<file path="src/rtl/seg7_pkg.sv">
// Shared constants for the seven-segment read-back path: segment codes, the
// illegal-BCD marker, segment bit positions and the frame FSM state encoding.
package seg7_pkg;

  localparam int SEG_A = 6;
  localparam int SEG_B = 5;
  localparam int SEG_C = 4;
  localparam int SEG_D = 3;
  localparam int SEG_E = 2;
  localparam int SEG_F = 1;
  localparam int SEG_G = 0;

  localparam logic [6:0] SEG_0     = 7'h7E;
  localparam logic [6:0] SEG_1     = 7'h30;
  localparam logic [6:0] SEG_2     = 7'h6D;
  localparam logic [6:0] SEG_3     = 7'h79;
  localparam logic [6:0] SEG_4     = 7'h33;
  localparam logic [6:0] SEG_5     = 7'h5B;
  localparam logic [6:0] SEG_6     = 7'h5F;
  localparam logic [6:0] SEG_6_ALT = 7'h1F;
  localparam logic [6:0] SEG_7     = 7'h70;
  localparam logic [6:0] SEG_7_ALT = 7'h72;
  localparam logic [6:0] SEG_8     = 7'h7F;
  localparam logic [6:0] SEG_9     = 7'h7B;
  localparam logic [6:0] SEG_9_ALT = 7'h73;

  localparam logic [3:0] BCD_ILLEGAL = 4'hF;

  typedef enum logic [1:0] {
    SETTLE  = 2'd0,
    ARMED   = 2'd1,
    BLOCKED = 2'd2,
    DONE    = 2'd3
  } state_t;

endpackage

</file>
<file path="src/rtl/seg7_decode.sv">
// Combinational seven-segment code to BCD decoder; also reused by the
// display loop-back checker. Unknown or dark patterns report BCD_ILLEGAL.
import seg7_pkg::*;

module seg7_decode (
  input  logic [6:0] code,
  output logic [3:0] bcd,
  output logic       err
);

  // Code lookup, alternate glyphs for 6, 7 and 9 included
  always_comb begin
    bcd = BCD_ILLEGAL;
    err = 1'b1;
    case (code)
      SEG_0:                  begin bcd = 4'd0; err = 1'b0; end
      SEG_1:                  begin bcd = 4'd1; err = 1'b0; end
      SEG_2:                  begin bcd = 4'd2; err = 1'b0; end
      SEG_3:                  begin bcd = 4'd3; err = 1'b0; end
      SEG_4:                  begin bcd = 4'd4; err = 1'b0; end
      SEG_5:                  begin bcd = 4'd5; err = 1'b0; end
      SEG_6, SEG_6_ALT:       begin bcd = 4'd6; err = 1'b0; end
      SEG_7, SEG_7_ALT:       begin bcd = 4'd7; err = 1'b0; end
      SEG_8:                  begin bcd = 4'd8; err = 1'b0; end
      SEG_9, SEG_9_ALT:       begin bcd = 4'd9; err = 1'b0; end
      default:                begin bcd = BCD_ILLEGAL; err = 1'b1; end
    endcase
  end

endmodule

</file>
<file path="src/rtl/seg7_bcd_reader.sv">
// Samples a multiplexed seven-segment bus, waits for a stable one-hot frame
// and emits one ready/valid BCD record per digit whenever that digit changes.
import seg7_pkg::*;

module seg7_bcd_reader #(
  parameter int DIGITS        = 4,
  parameter int STABLE_CYCLES = 4
) (
  input  logic              clk,
  input  logic              rst,
  input  logic [6:0]        seg,
  input  logic [DIGITS-1:0] dig_sel,
  output logic              out_valid,
  input  logic              out_ready,
  output logic [3:0]        out_bcd,
  output logic [2:0]        out_idx,
  output logic              out_err
);

  localparam int CW = $clog2(STABLE_CYCLES + 1);
  localparam int IW = (DIGITS > 1) ? $clog2(DIGITS) : 1;
  localparam int SW = DIGITS + 7;
  localparam logic [CW-1:0]     CNT_MAX  = CW'(STABLE_CYCLES);
  localparam logic [CW-1:0]     CNT_ONE  = CW'(1);
  localparam logic [DIGITS-1:0] SEL_ONE  = DIGITS'(1);
  localparam logic [DIGITS-1:0] SEL_NONE = DIGITS'(0);

  logic [SW-1:0]     s1;
  logic [SW-1:0]     s2;
  logic [CW-1:0]     cnt;
  state_t            state;
  state_t            state_nxt;
  logic [6:0]        code [DIGITS];
  logic [DIGITS-1:0] seen;
  logic [6:0]        frame_seg;
  logic [DIGITS-1:0] frame_sel;
  logic              stable;
  logic              one_hot;
  logic              accept;
  logic              due;
  logic              load;
  logic [IW-1:0]     idx;
  logic [3:0]        dec_bcd;
  logic              dec_err;

  assign frame_seg = s1[6:0];
  assign frame_sel = s1[SW-1:7];
  assign stable    = (s1 == s2);
  assign one_hot   = (frame_sel != SEL_NONE) && ((frame_sel & (frame_sel - SEL_ONE)) == SEL_NONE);
  // Accept on the cycle the counter is about to reach its limit, so ARMED
  // lines up with the counter saturating.
  assign accept    = stable && (cnt >= (CNT_MAX - CNT_ONE)) && one_hot;
  assign due       = !seen[idx] || (code[idx] != frame_seg);

  seg7_decode u_decode (
    .code (frame_seg),
    .bcd  (dec_bcd),
    .err  (dec_err)
  );

  // One-hot select to binary digit index
  always_comb begin
    idx = '0;
    for (int i = 0; i < DIGITS; i++) begin
      if (frame_sel[i]) begin
        idx = IW'(i);
      end else begin
        idx = idx;
      end
    end
  end

  // Input sampler and stability counter
  always_ff @(posedge clk) begin
    if (rst) begin
      s1  <= '0;
      s2  <= '0;
      cnt <= '0;
    end else begin
      s1 <= {dig_sel, seg};
      s2 <= s1;
      if (!stable) begin
        cnt <= '0;
      end else if (cnt != CNT_MAX) begin
        cnt <= cnt + CNT_ONE;
      end else begin
        cnt <= cnt;
      end
    end
  end

  // Frame FSM next state and record load strobe
  always_comb begin
    state_nxt = state;
    load      = 1'b0;
    if (!stable) begin
      state_nxt = SETTLE;
    end else begin
      case (state)
        SETTLE: begin
          state_nxt = accept ? ARMED : SETTLE;
        end
        ARMED: begin
          if (!due) begin
            state_nxt = DONE;
          end else if (!out_valid) begin
            load      = 1'b1;
            state_nxt = DONE;
          end else begin
            state_nxt = BLOCKED;
          end
        end
        BLOCKED: begin
          if (!out_valid || out_ready) begin
            load      = 1'b1;
            state_nxt = DONE;
          end else begin
            state_nxt = BLOCKED;
          end
        end
        DONE: begin
          state_nxt = DONE;
        end
        default: begin
          state_nxt = SETTLE;
        end
      endcase
    end
  end

  // FSM state, per-digit code store and single-entry output register
  always_ff @(posedge clk) begin
    if (rst) begin
      state     <= SETTLE;
      seen      <= '0;
      out_valid <= 1'b0;
      out_bcd   <= 4'h0;
      out_idx   <= 3'd0;
      out_err   <= 1'b0;
      for (int i = 0; i < DIGITS; i++) begin
        code[i] <= 7'h00;
      end
    end else begin
      state <= state_nxt;
      if (load) begin
        code[idx] <= frame_seg;
        seen[idx] <= 1'b1;
        out_valid <= 1'b1;
        out_bcd   <= dec_bcd;
        out_idx   <= 3'(idx);
        out_err   <= dec_err;
      end else if (out_valid && out_ready) begin
        out_valid <= 1'b0;
      end else begin
        out_valid <= out_valid;
      end
    end
  end

endmodule

</file>
<file path="config.mk">
export PLATFORM = sky130hd
export DESIGN_NAME = seg7_bcd_reader
export DESIGN_NICKNAME = d
export VERILOG_FILES = /design/src/rtl/seg7_pkg.sv /design/src/rtl/seg7_decode.sv /design/src/rtl/seg7_bcd_reader.sv
export SDC_FILE = /design/constraint.sdc
export NUM_CORES = 1
export LEC_CHECK = 0
export BUFFER_PORTS_ARGS = -buffer_cell sky130_fd_sc_hd__buf_2
export CAP_MARGIN = 20
export CELL_PAD_IN_SITES_DETAIL_PLACEMENT = 0
export CELL_PAD_IN_SITES_GLOBAL_PLACEMENT = 2
export CORE_ASPECT_RATIO = 1.1
export CORE_UTILIZATION = 41
export DETAILED_ROUTE_END_ITERATION = 7
export GPL_TIMING_DRIVEN = 0
export PLACE_DENSITY = 0.91
export SLEW_MARGIN = 25
export SYNTH_ARGS = -nofsm -noshare
export SYNTH_HDL_FRONTEND = slang
export SYNTH_HIERARCHICAL = 1
export SYNTH_SLANG_ARGS = --single-unit
export TNS_END_PERCENT = 50
</file>
<file path="constraint.sdc">
create_clock -name clk -period 5.9 [get_ports clk]
set_input_delay 0.295 -clock clk [delete_from_list [all_inputs] [get_ports clk]]
set_output_delay 0.295 -clock clk [all_outputs]
set_load 0.02 [all_outputs]
</file>
### Word level (Yosys, flattened, before mapping)

Memories as Yosys holds them, arrays and structs flattened.
Index checks and enable logic that the tools add are counted.

* equality and inequality tests: 19
* mux-type cells: 29
* add/subtract/negate cells: 2
* $lt $le $gt $ge: 3
* shift-type cells: 0
* reductions and logical operators: 19
* multiply operators: 0
* bitwise gates (word level): 3
* div/mod/pow operators: 0

Operator list (number)
* equality test 7 bit, second input constant: 10
* case mux 4 bit (10 select lines): 1
* two-way mux 1 bit: 20
* equality test 7 x 6 -> 1 bit, second input constant: 2
* OR reduction 13 bit: 1
* equality test 11 bit: 1
* case mux 2 bit (4 select lines): 1
* OR reduction 2 bit: 4
* equality test 7 x 5 -> 1 bit, second input constant: 1
* two-way mux 7 bit: 1
* != test 7 bit: 1
* OR reduction 7 bit: 1
* two-way mux 2 bit: 3
* logical AND 1 bit: 5
* bitwise AND 4 bit: 1
* equality test 2 bit, second input constant: 2
* logical NOT 4 bit: 1
* bitwise OR 4 bit: 1
* nonzero test 4 bit: 1
* subtractor 4 x 1 -> 4 bit, second input constant: 1
* adder 3 x 1 -> 3 bit, second input constant: 1
* greater-or-equal comparator 3 x 2 -> 1 bit, second input constant: 1
* less-than comparator 2 x 3 -> 1 bit, second input constant: 1
* != test 3 bit, second input constant: 1
* other kinds (10): 12

* flip-flop bits (word level): 39
* memories: 1
* word-level logic and storage cells: 85
* memory bits (writable): 28
* input port bits: 14
* latch bits: 0
* output and inout bits: 9
* memory bits (read-only): 0

Memory list
* code: depth 4, bits a word 7, read ports 1, clocked after memory_dff 0, wr ports 4, line seg7_bcd_reader.sv:33 `logic [6:0] code [DIGITS];`

### Depth between registers and ports, before layout

* depth after elaboration: 15
* depth in mapped cells: 10

### Cells and area by module

Netlist, hierarchy kept.

By module, submodules not included
* seg7_bcd_reader: cells each 295, area an instance 3044.2 sq um, times used 1
* seg7_decode: cells each 41, area an instance 231.5 sq um, times used 1

### Least setup slack after synthesis

No wires, ideal clock.

* kind: flip-flop to flip-flop
* start: reg s1[5]
* end: mem code[3][0] (enable)
* clock period less this slack: 2.737 ns
* data required time: 5.519 ns
* slack: 3.163 ns
* setup time: 0.381 ns
* stages on the path, launching flop included: 10
* arrival: 2.356 ns
* path through: dfxtp_1 -> clkbuf_1 -> xnor2_1 -> nand3_1 -> nor3_1 -> and2_1 -> and3_1 -> buf_2 -> nor2_4 -> o21ai_0

RTL lines
* start: declaration: line seg7_bcd_reader.sv:28 `logic [SW-1:0] s1;`
* start signal: assignment: line seg7_bcd_reader.sv:80 `s1 <= {dig_sel, seg};`
* end: declaration: line seg7_bcd_reader.sv:33

==> impl_metrics.json <==
{
  "rsz0062_at_grt": "false",
  "post_cts_buffers": 0,
  "first_pass_iters": 4,
  "fin_util_pct": 49.03,
  "p_leak_nw": 1.384,
  "min_to": "s1[8]",
  "status": "completed",
  "clkTransAtPathRegs_ns": 0.07,
  "synth_edf_count": 28,
  "ir_drop_mv": 0.1027,
  "antenna_found_initial": 0,
  "place_ws_ns": 2.641,
  "reg2reg_to": "code[3][4]",
  "hold_viol": 0,
  "gp_congestion": 0.7922,
  "seqCellArea_mm2": 0.001622,
  "slew_violations": 0,
  "seq_power_share_pct": 50.5,
  "ctsHoldBuffers": 0,
  "yosysWarnings": 6,
  "postRouteAntennaNets": 0,
  "p_sw_share_pct": 23.79,
  "worstPathArrival_ns": 3.24,
  "multi_input_area_mm2": 0.001446,
  "postLayoutSetupSlackWorst_ns": 2.627,
  "synth_seq_cells": 67,
  "clock.fmax_ghz": 0.3056,
  "worst_hold_path.num_cells": 2,
  "hold_path_class": "input port to flop",
  "viasPerCell": 5.190,
  "finalSetupTns_ns": 0,
  "grt_use_total_pct": 19.07,
  "syn_area_per_cell_um2": 9.749,
  "drt_wl_total_um": 7240,
  "slew_headroom_pct": 48.70,
  "drive_above_1_share_pct": 16.35,
  "die-area_mm2": 0.008351,
  "nNetsFinal": 389,
  "start_kind": "flop",
  "period_needed_ns": 3.273,
  "io_pins": 23,
  "drtIter0Drc": 144,
  "die_x_um": 87.23,
  "ys_seq_area_share_pct": 49.50,
  "drc": 0,
  "syn_inst": 336,
  "period_share_pct": 55.47,
  "synth_nets": 357,
  "clock_skew_ns": 0.008981,
  "die_h_um": 95.75,
  "post_drt_wl_per_cell_um": 15.15,
  "timing.rr.start": "s1[5]",
  "cts_max_path_buffers": 2,
  "core_area_mm2": 0.007597,
  "initial_core_util_pct": 43.12,
  "power.switching_mw": 0.2391,
  "cts_tree": "built",
  "syn_area_mm2": 0.003276,
  "async_flop_share_pct": 0,
  "dpl_cell_area_mm2": 0.003512,
  "cts-buffers-inserted": 9,
  "worstMarginPinSlew_ns": 0.7643,
  "ys_types": 57,
  "dpl.hpwl_um": 5138,
  "grt_max_degree": 12,
  "grt_overflow": 0,
  "portBuffers": 21,
  "critPathCaptureType": "flop",
  "clk_latency_ns": 0.34,
  "vias": 2481,
  "p_int_mw": 0.7656,
  "min_from": "dig_sel[1]",
  "diodes": 0,
  "worstRegToRegCells": 9,
  "syn_to_final_growth_pct": 13.71,
  "reg2reg_slack_ns": 2.63,
  "cts_max_level": 3,
  "grt_pass1_wl_um": 11600,
  "cp_max_fo": 10,
  "crit_type": "flop to flop",
  "p_comb_share_pct": 8.9,
  "cts.sinks": 67,
  "first_global_vias": 2259,
  "dominantRegCellSynth": "dfxtp_1",
  "max_cap_violations": 0,
  "p_clk_share_pct": 40.5,
  "stdcell_area_mm2": 0.003725,
  "rows": 33,
  "ctsResizeCount": 0,
  "nFillCells": 756,
  "root_buffer": "clkbuf_8",
  "holdWs_ns": 0.1615,
  "cp.required_ns": 5.87,
  "setup_viol": 0,
  "powerDensity_mw_per_mm2": 269.7
}
==> state kept, by name, summed over array words and instances, names as in the netlist, 2 cells and up <==
| signal | cells |
|---|---|
| cnt | 3 |
| code | 28 |
| out_bcd | 4 |
| out_idx | 2 |
| s1 | 11 |
| s2 | 11 |
| seen | 4 |
| state | 2 |
==> logic make-up after synthesis <==
kind of cell	Yosys count	share of synthesized area (%)
DFF	67	49.50
other	1	0.1145
buffers and inverters	45	6.340
adders and majority gates	7	2.674
and+or+nand+nor	122	18.26
muxes	11	3.476
AOI/OAI and AO/OA	55	12.15
xor gates and xnor gates	28	7.486
==> area by class of cell <==
class | count | area share [%]
multi-input combinational | 224 | 38.83
inverter | 23 | 2.318
tap | 105 | 3.527
clock buffer | 12 | 4.468
clock inverter | 4 | 1.243
sequential | 67 | 43.53
timing repair buffer | 21 | 2.822
buffer | 22 | 3.258
==> worst max-delay path by stage <==
stage,start,endpoint,cells past startpoint
2_1_floorplan,s1[5],code[3][0],9
3_3_place_gp,s1[5],code[3][5],9
3_5_place_dp,s1[5],code[3][1],9
4_1_cts,s1[4],code[3][6],9
5_1_grt,s1[5],code[3][4],9
6_report,s1[5],code[3][4],9
==> power groups by stage <==
stage                     logic (mW)  clock network, mW  registers, mW
final                         0.0895              0.407          0.508
after global routing          0.0984              0.440          0.510
after CTS                     0.0900              0.417          0.508
after detailed placement      0.0896                  0          0.518
after global placement        0.0884                  0          0.518
after floorplan               0.0660                  0          0.516
==> critical path: stages (launching register included) <==
cell,delay [ns]
dfxtp_1,0.50
clkbuf_1,0.32
xnor2_1,0.16
nand3_1,0.15
nor3_1,0.27
and2_1,0.22
and3_1,0.25
buf_2,0.29
nor2_4,0.12
o21ai_1,0.62
==> Yosys cell counts (2+ instances only) <==
library cell / n / area [um^2]
edfxtp_1: 28 / 840.8
buf_6: 3 / 33.78
o221ai_1: 3 / 26.28
nor3_1: 7 / 35.03
and3_1: 2 / 12.51
a22oi_1: 3 / 22.52
mux2_2: 3 / 33.78
mux2i_1: 8 / 80.08
nand2_1: 20 / 75.07
o21ai_0: 10 / 50.05
nor4_1: 2 / 12.51
nor2_1: 44 / 165.2
nand3_1: 13 / 65.06
inv_1: 22 / 82.58
nor2b_1: 14 / 87.58
buf_2: 7 / 35.03
nand2b_1: 3 / 18.77
a21oi_1: 15 / 75.07
xnor2_1: 23 / 201.4
clkbuf_1: 9 / 33.78
o22ai_1: 3 / 18.77
nand4_1: 6 / 37.54
xor2_1: 5 / 43.79
ha_1: 7 / 87.58
buf_4: 2 / 15.01
nor3b_1: 2 / 15.01
a2bb2oi_1: 2 / 17.52
dfxtp_1: 39 / 780.8
o211ai_1: 2 / 15.01
o211ai_2: 2 / 25.02
==> layout by cell type, fill, tap and decap left out, types with 3 or more instances in the layout <==
cell,n
a21oi_1,15
edfxtp_1,28
dfxtp_1,39
o21ai_0,9
inv_1,22
nor3_1,7
o221ai_1,3
xor2_1,5
clkbuf_8,10
mux2i_1,8
a22oi_1,3
nand2_1,20
buf_2,28
nand2b_1,3
xnor2_1,23
o22ai_1,3
nand3_1,13
nand4_1,6
ha_1,7
buf_6,3
nor2_1,44
clkbuf_1,10
mux2_2,3
nor2b_1,14
==> metrics by stage <==
stage               cells  power, mW
floorplan             336     0.5815
global placement      462     0.6062
detailed placement    462     0.6079
CTS                   478      1.015
global route          478      1.048
finish                478      1.005
==> routing by layer <==
layer	routed length, um	vias up	GRT usage, %
li1	-	1221	-
met1	3222	1182	24.51
met2	3505	67	31.23
met3	400	11	4.889
met4	112	0	6.694
met5	0	-	0
No activity file was read; power rests on OpenSTA's default activity.
